File: src/rtl/fetch_pkg.sv
// fetch_pkg: constants and types shared by the fetch front end and the
// Controller/decode side.
//   AW            instruction address width (64-word instruction memory)
//   DW            instruction width
//   NOP_INST      word presented to decode when no instruction is valid
//                 (opcode field [18:15] = 4'b1111, no register write)
//   fetch_entry_t {pc, inst} pair held in the prefetch FIFO
package fetch_pkg;

  localparam int AW = 6;
  localparam int DW = 32;
  localparam logic [DW-1:0] NOP_INST = 32'h0007_8000;

  typedef struct packed {
    logic [AW-1:0] pc;
    logic [DW-1:0] inst;
  } fetch_entry_t;

endpackage

File: src/rtl/fetch_fifo.sv
// fetch_fifo: pointer-based synchronous FIFO of fetch_entry_t.
// Ports:
//   clk, rst     clock, asynchronous active-low reset
//   push, din    write din at the tail (ignored when full)
//   pop          drop the head entry (ignored when empty)
//   flush        empty the FIFO; overrides push and pop in the same edge
//   head         current head entry (undefined when empty)
//   count        number of stored entries, 0..DEPTH
//   empty, full  status flags
module fetch_fifo
  import fetch_pkg::*;
#(
  parameter int DEPTH = 4,
  localparam int PW = $clog2(DEPTH),
  localparam int CW = $clog2(DEPTH) + 1
) (
  input  logic          clk,
  input  logic          rst,
  input  logic          push,
  input  fetch_entry_t  din,
  input  logic          pop,
  input  logic          flush,
  output fetch_entry_t  head,
  output logic [CW-1:0] count,
  output logic          empty,
  output logic          full
);

  fetch_entry_t  mem [DEPTH];
  logic [PW-1:0] wr_ptr;
  logic [PW-1:0] rd_ptr;
  logic          do_push;
  logic          do_pop;

  assign empty   = (count == '0);
  assign full    = (count == CW'(DEPTH));
  assign do_push = push & ~full;
  assign do_pop  = pop & ~empty;
  assign head    = mem[rd_ptr];

  // Pointers wrap naturally because DEPTH is a power of two.
  always_ff @(posedge clk or negedge rst) begin
    if (!rst) begin
      wr_ptr <= '0;
      rd_ptr <= '0;
      count  <= '0;
    end else if (flush) begin
      wr_ptr <= '0;
      rd_ptr <= '0;
      count  <= '0;
    end else begin
      if (do_push) wr_ptr <= wr_ptr + PW'(1);
      if (do_pop)  rd_ptr <= rd_ptr + PW'(1);
      count <= count + CW'(do_push) - CW'(do_pop);
    end
  end

  // Storage needs no reset: entries are only observed behind count.
  always_ff @(posedge clk) begin
    if (do_push && !flush) mem[wr_ptr] <= din;
  end

endmodule

File: src/rtl/fetch_unit.sv
// fetch_unit: instruction fetch front end.
// Owns the fetch PC, issues reads to a 1-cycle-latency synchronous
// instruction memory, buffers returned words in a prefetch FIFO and hands
// them to decode over valid/ready. A redirect flushes buffered and
// in-flight words and restarts fetch at redirect_pc.
// Ports:
//   clk, rst        clock, asynchronous active-low reset
//   fetch_en        allow new reads (buffered words drain regardless)
//   imem_en         read strobe; imem_addr is always the fetch PC
//   imem_rdata      read data, valid the cycle after imem_en was sampled
//   redirect_valid  one-cycle pulse loading redirect_pc as the fetch PC
//   inst_valid      head entry available on inst_data / inst_pc
//   inst_ready      decode accepts the head when inst_valid & inst_ready
//   inst_data       head word, NOP_INST when not valid
//   inst_pc         head address, 0 when not valid
//   fifo_count      buffered entry count (debug)
module fetch_unit
  import fetch_pkg::*;
#(
  parameter int DEPTH = 4,
  localparam int CW = $clog2(DEPTH) + 1
) (
  input  logic          clk,
  input  logic          rst,
  input  logic          fetch_en,
  output logic          imem_en,
  output logic [AW-1:0] imem_addr,
  input  logic [DW-1:0] imem_rdata,
  input  logic          redirect_valid,
  input  logic [AW-1:0] redirect_pc,
  output logic          inst_valid,
  input  logic          inst_ready,
  output logic [DW-1:0] inst_data,
  output logic [AW-1:0] inst_pc,
  output logic [CW-1:0] fifo_count
);

  logic [AW-1:0] pc;
  logic [AW-1:0] issued_pc;
  logic          inflight;
  logic [CW:0]   credit_used;
  logic          fifo_push;
  logic          fifo_pop;
  logic          fifo_empty;
  logic          fifo_full;
  fetch_entry_t  fifo_din;
  fetch_entry_t  fifo_head;

  // Reserve a slot for the word already in flight; a pop in the same
  // cycle is not credited, so the FIFO can never overflow.
  assign credit_used = {1'b0, fifo_count} + {{CW{1'b0}}, inflight};

  // Gated by rst so no read strobe escapes while reset is held.
  assign imem_en = rst & fetch_en & ~redirect_valid & ~fifo_full
                 & (credit_used < (CW+1)'(DEPTH));

  assign imem_addr = pc;

  always_ff @(posedge clk or negedge rst) begin
    if (!rst) begin
      pc        <= '0;
      issued_pc <= '0;
      inflight  <= 1'b0;
    end else begin
      inflight <= imem_en;
      if (imem_en) issued_pc <= pc;
      if (redirect_valid) pc <= redirect_pc;
      else if (imem_en)   pc <= pc + AW'(1);
    end
  end

  // A redirect discards the returning word and wins over a pop.
  assign fifo_push     = inflight & ~redirect_valid;
  assign fifo_pop      = inst_valid & inst_ready & ~redirect_valid;
  assign fifo_din.pc   = issued_pc;
  assign fifo_din.inst = imem_rdata;

  fetch_fifo #(.DEPTH(DEPTH)) u_fifo (
    .clk   (clk),
    .rst   (rst),
    .push  (fifo_push),
    .din   (fifo_din),
    .pop   (fifo_pop),
    .flush (redirect_valid),
    .head  (fifo_head),
    .count (fifo_count),
    .empty (fifo_empty),
    .full  (fifo_full)
  );

  assign inst_valid = ~fifo_empty;
  assign inst_data  = inst_valid ? fifo_head.inst : NOP_INST;
  assign inst_pc    = inst_valid ? fifo_head.pc   : '0;

endmodule

File: config.mk
export PLATFORM = sky130hd
export DESIGN_NAME = fetch_unit
export DESIGN_NICKNAME = d
export VERILOG_FILES = /design/src/rtl/fetch_pkg.sv /design/src/rtl/fetch_fifo.sv /design/src/rtl/fetch_unit.sv
export SDC_FILE = /design/constraint.sdc
export NUM_CORES = 1
export LEC_CHECK = 0
export ABC_AREA = 1
export CAP_MARGIN = 20
export CORE_UTILIZATION = 30
export DETAILED_ROUTE_END_ITERATION = 8
export SLEW_MARGIN = 20
export SYNTH_ARGS = -nofsm -noshare
export SYNTH_HDL_FRONTEND = slang
export SYNTH_SLANG_ARGS = --single-unit
File: constraint.sdc
create_clock -name clk -period 3.1 [get_ports clk]
set_clock_uncertainty 0.1 [all_clocks]
set_input_delay 0.62 -clock clk [delete_from_list [all_inputs] [get_ports clk]]
set_output_delay 0.62 -clock clk [all_outputs]
set_load 0.01 [all_outputs]
Word-level counts from Yosys, hierarchy flattened. Memory sizes are Yosys's and may differ from the RTL's. Index checks and enable logic that the tools add are counted.

Bitwise logic cells: 12. Equality and inequality tests: 1. Magnitude comparators: 1. Add/sub/neg operators: 6. Muxes and demuxes: 11. Reduce and logical (&&, ||, !) cells: 6.

Operators with widths (number): two-way mux 32 bit (1); two-way mux 6 bit (3); bitwise AND 1 bit (9); two-way mux 2 bit (4); adder 6 x 1 -> 6 bit (second input constant) (1); nonzero test 2 bit (3); adder 2 x 1 -> 2 bit (second input constant) (2); adder 3 x 1 -> 4 bit (1); less-than comparator 4 x 3 -> 1 bit (second input constant) (1); adder 3 x 1 -> 3 bit (1); equality test 3 bit (second input constant) (1); zero test 3 bit (1); two-way mux 3 bit (1); inverter 1 bit (3); subtractor 3 x 1 -> 3 bit (1); two-way mux 1 bit (2); logical AND 1 bit (1); zero test 1 bit (1).

Bits of input ports: 43. Logic and storage cells: 44. Memories: 1. Bits in registers: 20. Output and inout bits: 49. Memory bits (writable): 152.

Memory list: u_fifo.mem (depth 4, bits a word 38, rd ports 1, clocked after memory_dff 0, wr ports 1, line fetch_fifo.sv:29) `fetch_entry_t mem [DEPTH];`.

Longest topological paths before layout.
Word-level depth: 7. Depth in mapped cells: 11. Depth with buffers taken out: 11.

Hierarchy. Synthesis repeated with hierarchy kept, for this count alone.

Cell total of the unflattened synthesis: 598. Area total of the unflattened synthesis: 7328.3 um2.

By module, submodules not included: fetch_fifo (times used 1, area an instance 6302.3 um2, sequential area each 4739.5 um2, cells each 431); fetch_unit (times used 1, area an instance 1026.0 um2, sequential area each 325.3 um2, cells each 167).

Least setup slack after synthesis. OpenSTA, ideal clock, no wires.

Kind: register to register. Start point: register u_fifo.count[1]. End point: memory u_fifo.mem[0][0] (netlist bit), enable pin. Period minus slack after synthesis: 3.141 ns. Setup time: 0.433 ns. Data required time: 2.567 ns. Path buffers: 0. Stages on the path, launching flop included: 7. Data arrival time: 2.608 ns. Slack: -0.041 ns. Cell sequence: dfrtp_1 inv_1 nand3_2 nand2_1 nor2_1 inv_1 nor2_1.

Cells in the longest elaborated chain, start to end: 6.

RTL lines: start, declared (line fetch_fifo.sv:24) `output logic [CW-1:0] count,`; start signal, assigned (line fetch_fifo.sv:54) `count <= count + CW'(do_push) - CW'(do_pop);`; equality test 3 bit (line fetch_fifo.sv:36) `assign full = (count == CW'(DEPTH));`; inverter 1 bit (line fetch_fifo.sv:37) `assign do_push = push & ~full;`; bitwise AND 1 bit (line fetch_fifo.sv:37); logical AND 1 bit (line fetch_fifo.sv:60) `if (do_push && !flush) mem[wr_ptr] <= din;`; two-way mux 1 bit (line fetch_fifo.sv:60); two-way mux 1 bit (not written as such) (line fetch_fifo.sv:60); end, declared (line fetch_fifo.sv:29).

No other way between the ends.

Final worst setup path.
Start point: register u_fifo.rd_ptr[0]. End point: output inst_pc[5].

Cells in the longest elaborated chain, start to end: 2.

RTL lines: start, declared (line fetch_fifo.sv:31) `logic [PW-1:0] rd_ptr;`; start signal, assigned (line fetch_fifo.sv:53) `if (do_pop) rd_ptr <= rd_ptr + PW'(1);`; memory (4 x 38 bit); two-way mux 6 bit (line fetch_unit.sv:93) `assign inst_pc = inst_valid ? fifo_head.pc : '0;`; end, declared (line fetch_unit.sv:34) `output logic [AW-1:0] inst_pc,`.

No other way between the ends.

==> results.json <==
{
  "tightestPinTransition_ns": 0.438,
  "routedWlPerCell_um": 15.4,
  "final_max_slew_viol_count": 0,
  "cts_hold_buffers": 0,
  "p_leak_nw": 3.18,
  "crit_required_ns": 2.38,
  "cp_slowest_cell": "clkdlybuf4s50_1",
  "start_kind": "flip-flop",
  "max_freq_mhz": 342,
  "drt-pass1-iter-count": 4,
  "num_vias": 4588,
  "die_x_um": 155,
  "hold_path.class": "reg -> reg",
  "synthCells": 598,
  "seq_area_frac_synth": 0.719,
  "ios": 92,
  "dpl.hpwl_um": 9950,
  "via_per_inst": 4.48,
  "clk_pin_slew_ns": 0.06,
  "post_cts_buffers": 0,
  "ant_nets": 0,
  "slew_headroom": 0.705,
  "rsz0062_at_grt": "false",
  "max-cap-violations": 0,
  "grt_max_degree": 39,
  "stdcell_count": 1023,
  "overflow": 0,
  "synth_nets": 650,
  "critical_path_class": "reg -> out",
  "tritoncts": "done",
  "fin_crit_sh": 0.942,
  "stdcell_area_sq_mm": 0.00896,
  "synth.avg_cell_area_sq_um": 11.8,
  "synthesis.area_sq_mm": 0.00705,
  "coreArea_sq_mm": 0.0228,
  "finalCriticalPeriod_ns": 2.92,
  "layout-drive-gt1-share": 0.0903,
  "nets": 750,
  "cts_buffer_depth": 2,
  "finalSetupTns_ns": 0,
  "clock_latency_ns": 0.42,
  "status": "completed",
  "drtIter0Drc": 235,
  "antenna_found_initial": 2,
  "fill_cells": 2217,
  "fp-row-count": 55,
  "gp_congestion": 0.788,
  "final_cell_mix": "edfxtp_1, nor2_1, clkdlybuf4s50_1",
  "initial_core_util": 0.308,
  "max-vdd-ir-drop_uv": 385,
  "setup_viol": 0,
  "crit_path_cell_trace": "inv_2 > buf_4 > o21ai_0 > a21oi_1 > clkdlybuf4s50_1",
  "grt_pass1_wl_um": 25100,
  "ys_seq_elements": 172,
  "final_common_cell": "edfxtp_1",
  "dieArea_sq_mm": 0.0241,
  "power_density_mw_per_mm2": 735,
  "cts.sinks": 172,
  "grt_use_total": 0.138,
  "final_util": 0.392,
  "htree_levels": 4,
  "numCtsBuffers": 17,
  "io_buffers": 91,
  "cts-root-buf": "clkbuf_16",
  "routed_wirelength_um": 15800,
  "drc": 0,
  "fp.dieH_um": 155,
  "yosysWarnings": 0,
  "hold_ws_ns": 0.428,
  "cpPeakStageDelay_ns": 0.55,
  "dp.cells": 992,
  "yosysUniqueCellTypes": 23,
  "endpoint_kind": "output pin",
  "area_growth_pct": 27.2,
  "worstPathArrival_ns": 2.20,
  "critPathMaxFanout": 20,
  "finalHoldViolCount": 0,
  "place_area_sq_mm": 0.00840,
  "grt_pass1_vias": 4642
}
-- flip-flops by register name (all words and copies together) (netlist names) --
name,count
u_fifo.mem,152
imem_addr,6
issued_pc,6
u_fifo.count,3
u_fifo.rd_ptr,2
u_fifo.wr_ptr,2
inflight,1
-- layer usage --
metal  routed length (um)  part of all wire  up-vias  GRT usage
met3                  856             0.054        7     0.0457
met4                   58            0.0037        2     0.0327
li1                     -                 -     2274          -
met2                 7910              0.50      100      0.235
met5                   17            0.0011        -          0
met1                 6940              0.44     2205      0.170
-- path summary, 6_finish.rpt --
check                                    endpoint        startpoint  depth (start not counted)  slack, ns
worst max-delay path                   inst_pc[5]  u_fifo.rd_ptr[0]                          5       0.18
worst min-delay path            u_fifo.mem[1][35]      issued_pc[3]                          0       0.43
worst max register to register    u_fifo.count[2]   u_fifo.count[1]                         12       0.73
worst min register to register  u_fifo.mem[1][35]      issued_pc[3]                          0       0.43
max in group asynchronous        u_fifo.rd_ptr[0]               rst                          2       2.17
min in group asynchronous                inflight               rst                          2       0.49
-- metrics by stage --
stage | setup WS, ns | power (mW)
2_1_floorplan | -0.0413 | 3.75
3_3_place_gp | 0.318 | 4.66
3_5_place_dp | 0.309 | 4.66
4_1_cts | 0.0157 | 6.68
5_1_grt | 0.0130 | 6.95
6_report | 0.180 | 6.59
-- cells by family (layout without fill, tap and decap cells) --
family	after synthesis	in the layout	synth area share
fa+ha+maj	9	9	0.0170
other cells	0	1	0
compound gates	124	124	0.0889
xor+xnor	2	2	0.00249
flops	172	172	0.719
simple gates	236	236	0.132
buf+inv	55	166	0.0410
-- worst max-delay path: cells and delay by family (launching register included) --
kind                   cells  cell delay (ns)
DFF                        1             0.46
AOI/OAI and AO/OA          2             0.43
buffers and inverters      3             0.89
-- cells in the mapped netlist --
master | count | area share
o21ai_1 | 23 | 0.016
nand2_2 | 2 | 0.0018
clkbuf_1 | 9 | 0.0048
buf_6 | 7 | 0.011
nor2_2 | 1 | 0.00089
inv_2 | 5 | 0.0027
o21ai_2 | 1 | 0.0012
nand3_1 | 15 | 0.011
dfrtp_1 | 20 | 0.071
nand4_1 | 2 | 0.0018
inv_1 | 18 | 0.0096
fa_1 | 1 | 0.0028
o21ai_0 | 55 | 0.039
nand3_2 | 2 | 0.0028
nand2_1 | 67 | 0.036
edfxtp_1 | 152 | 0.65
buf_2 | 12 | 0.0085
xnor2_1 | 2 | 0.0025
a21oi_1 | 44 | 0.031
o21bai_1 | 1 | 0.0011
buf_4 | 4 | 0.0043
ha_1 | 8 | 0.014
nor2_1 | 147 | 0.078
-- timing repair --
item                                   4_1_cts  5_1_grt
setup endpoints to repair                   12        9
resized for setup                            1        3
endpoints found under the hold margin        0        0
-- area by class of cell --
class | instances | area [sq um] | share of cell area
diodes | 1 | 2.50 | 0.000279
clock buffers | 20 | 437 | 0.0487
clock inverters | 10 | 116 | 0.0130
inverters | 23 | 88.8 | 0.00991
multi-input cells | 371 | 1720 | 0.192
flip-flops and latches | 172 | 5070 | 0.565
well taps | 313 | 392 | 0.0437
repair buffers | 113 | 1140 | 0.127
-- report_power, final --
| part | switching [mW] | internal (mW) |
|---|---|---|
| sequential | 0.124 | 2.67 |
| clock | 0.817 | 1.18 |
| combinational | 0.995 | 0.799 |
| total | 1.94 | 4.65 |
No activity file was read; power rests on OpenSTA's default activity.
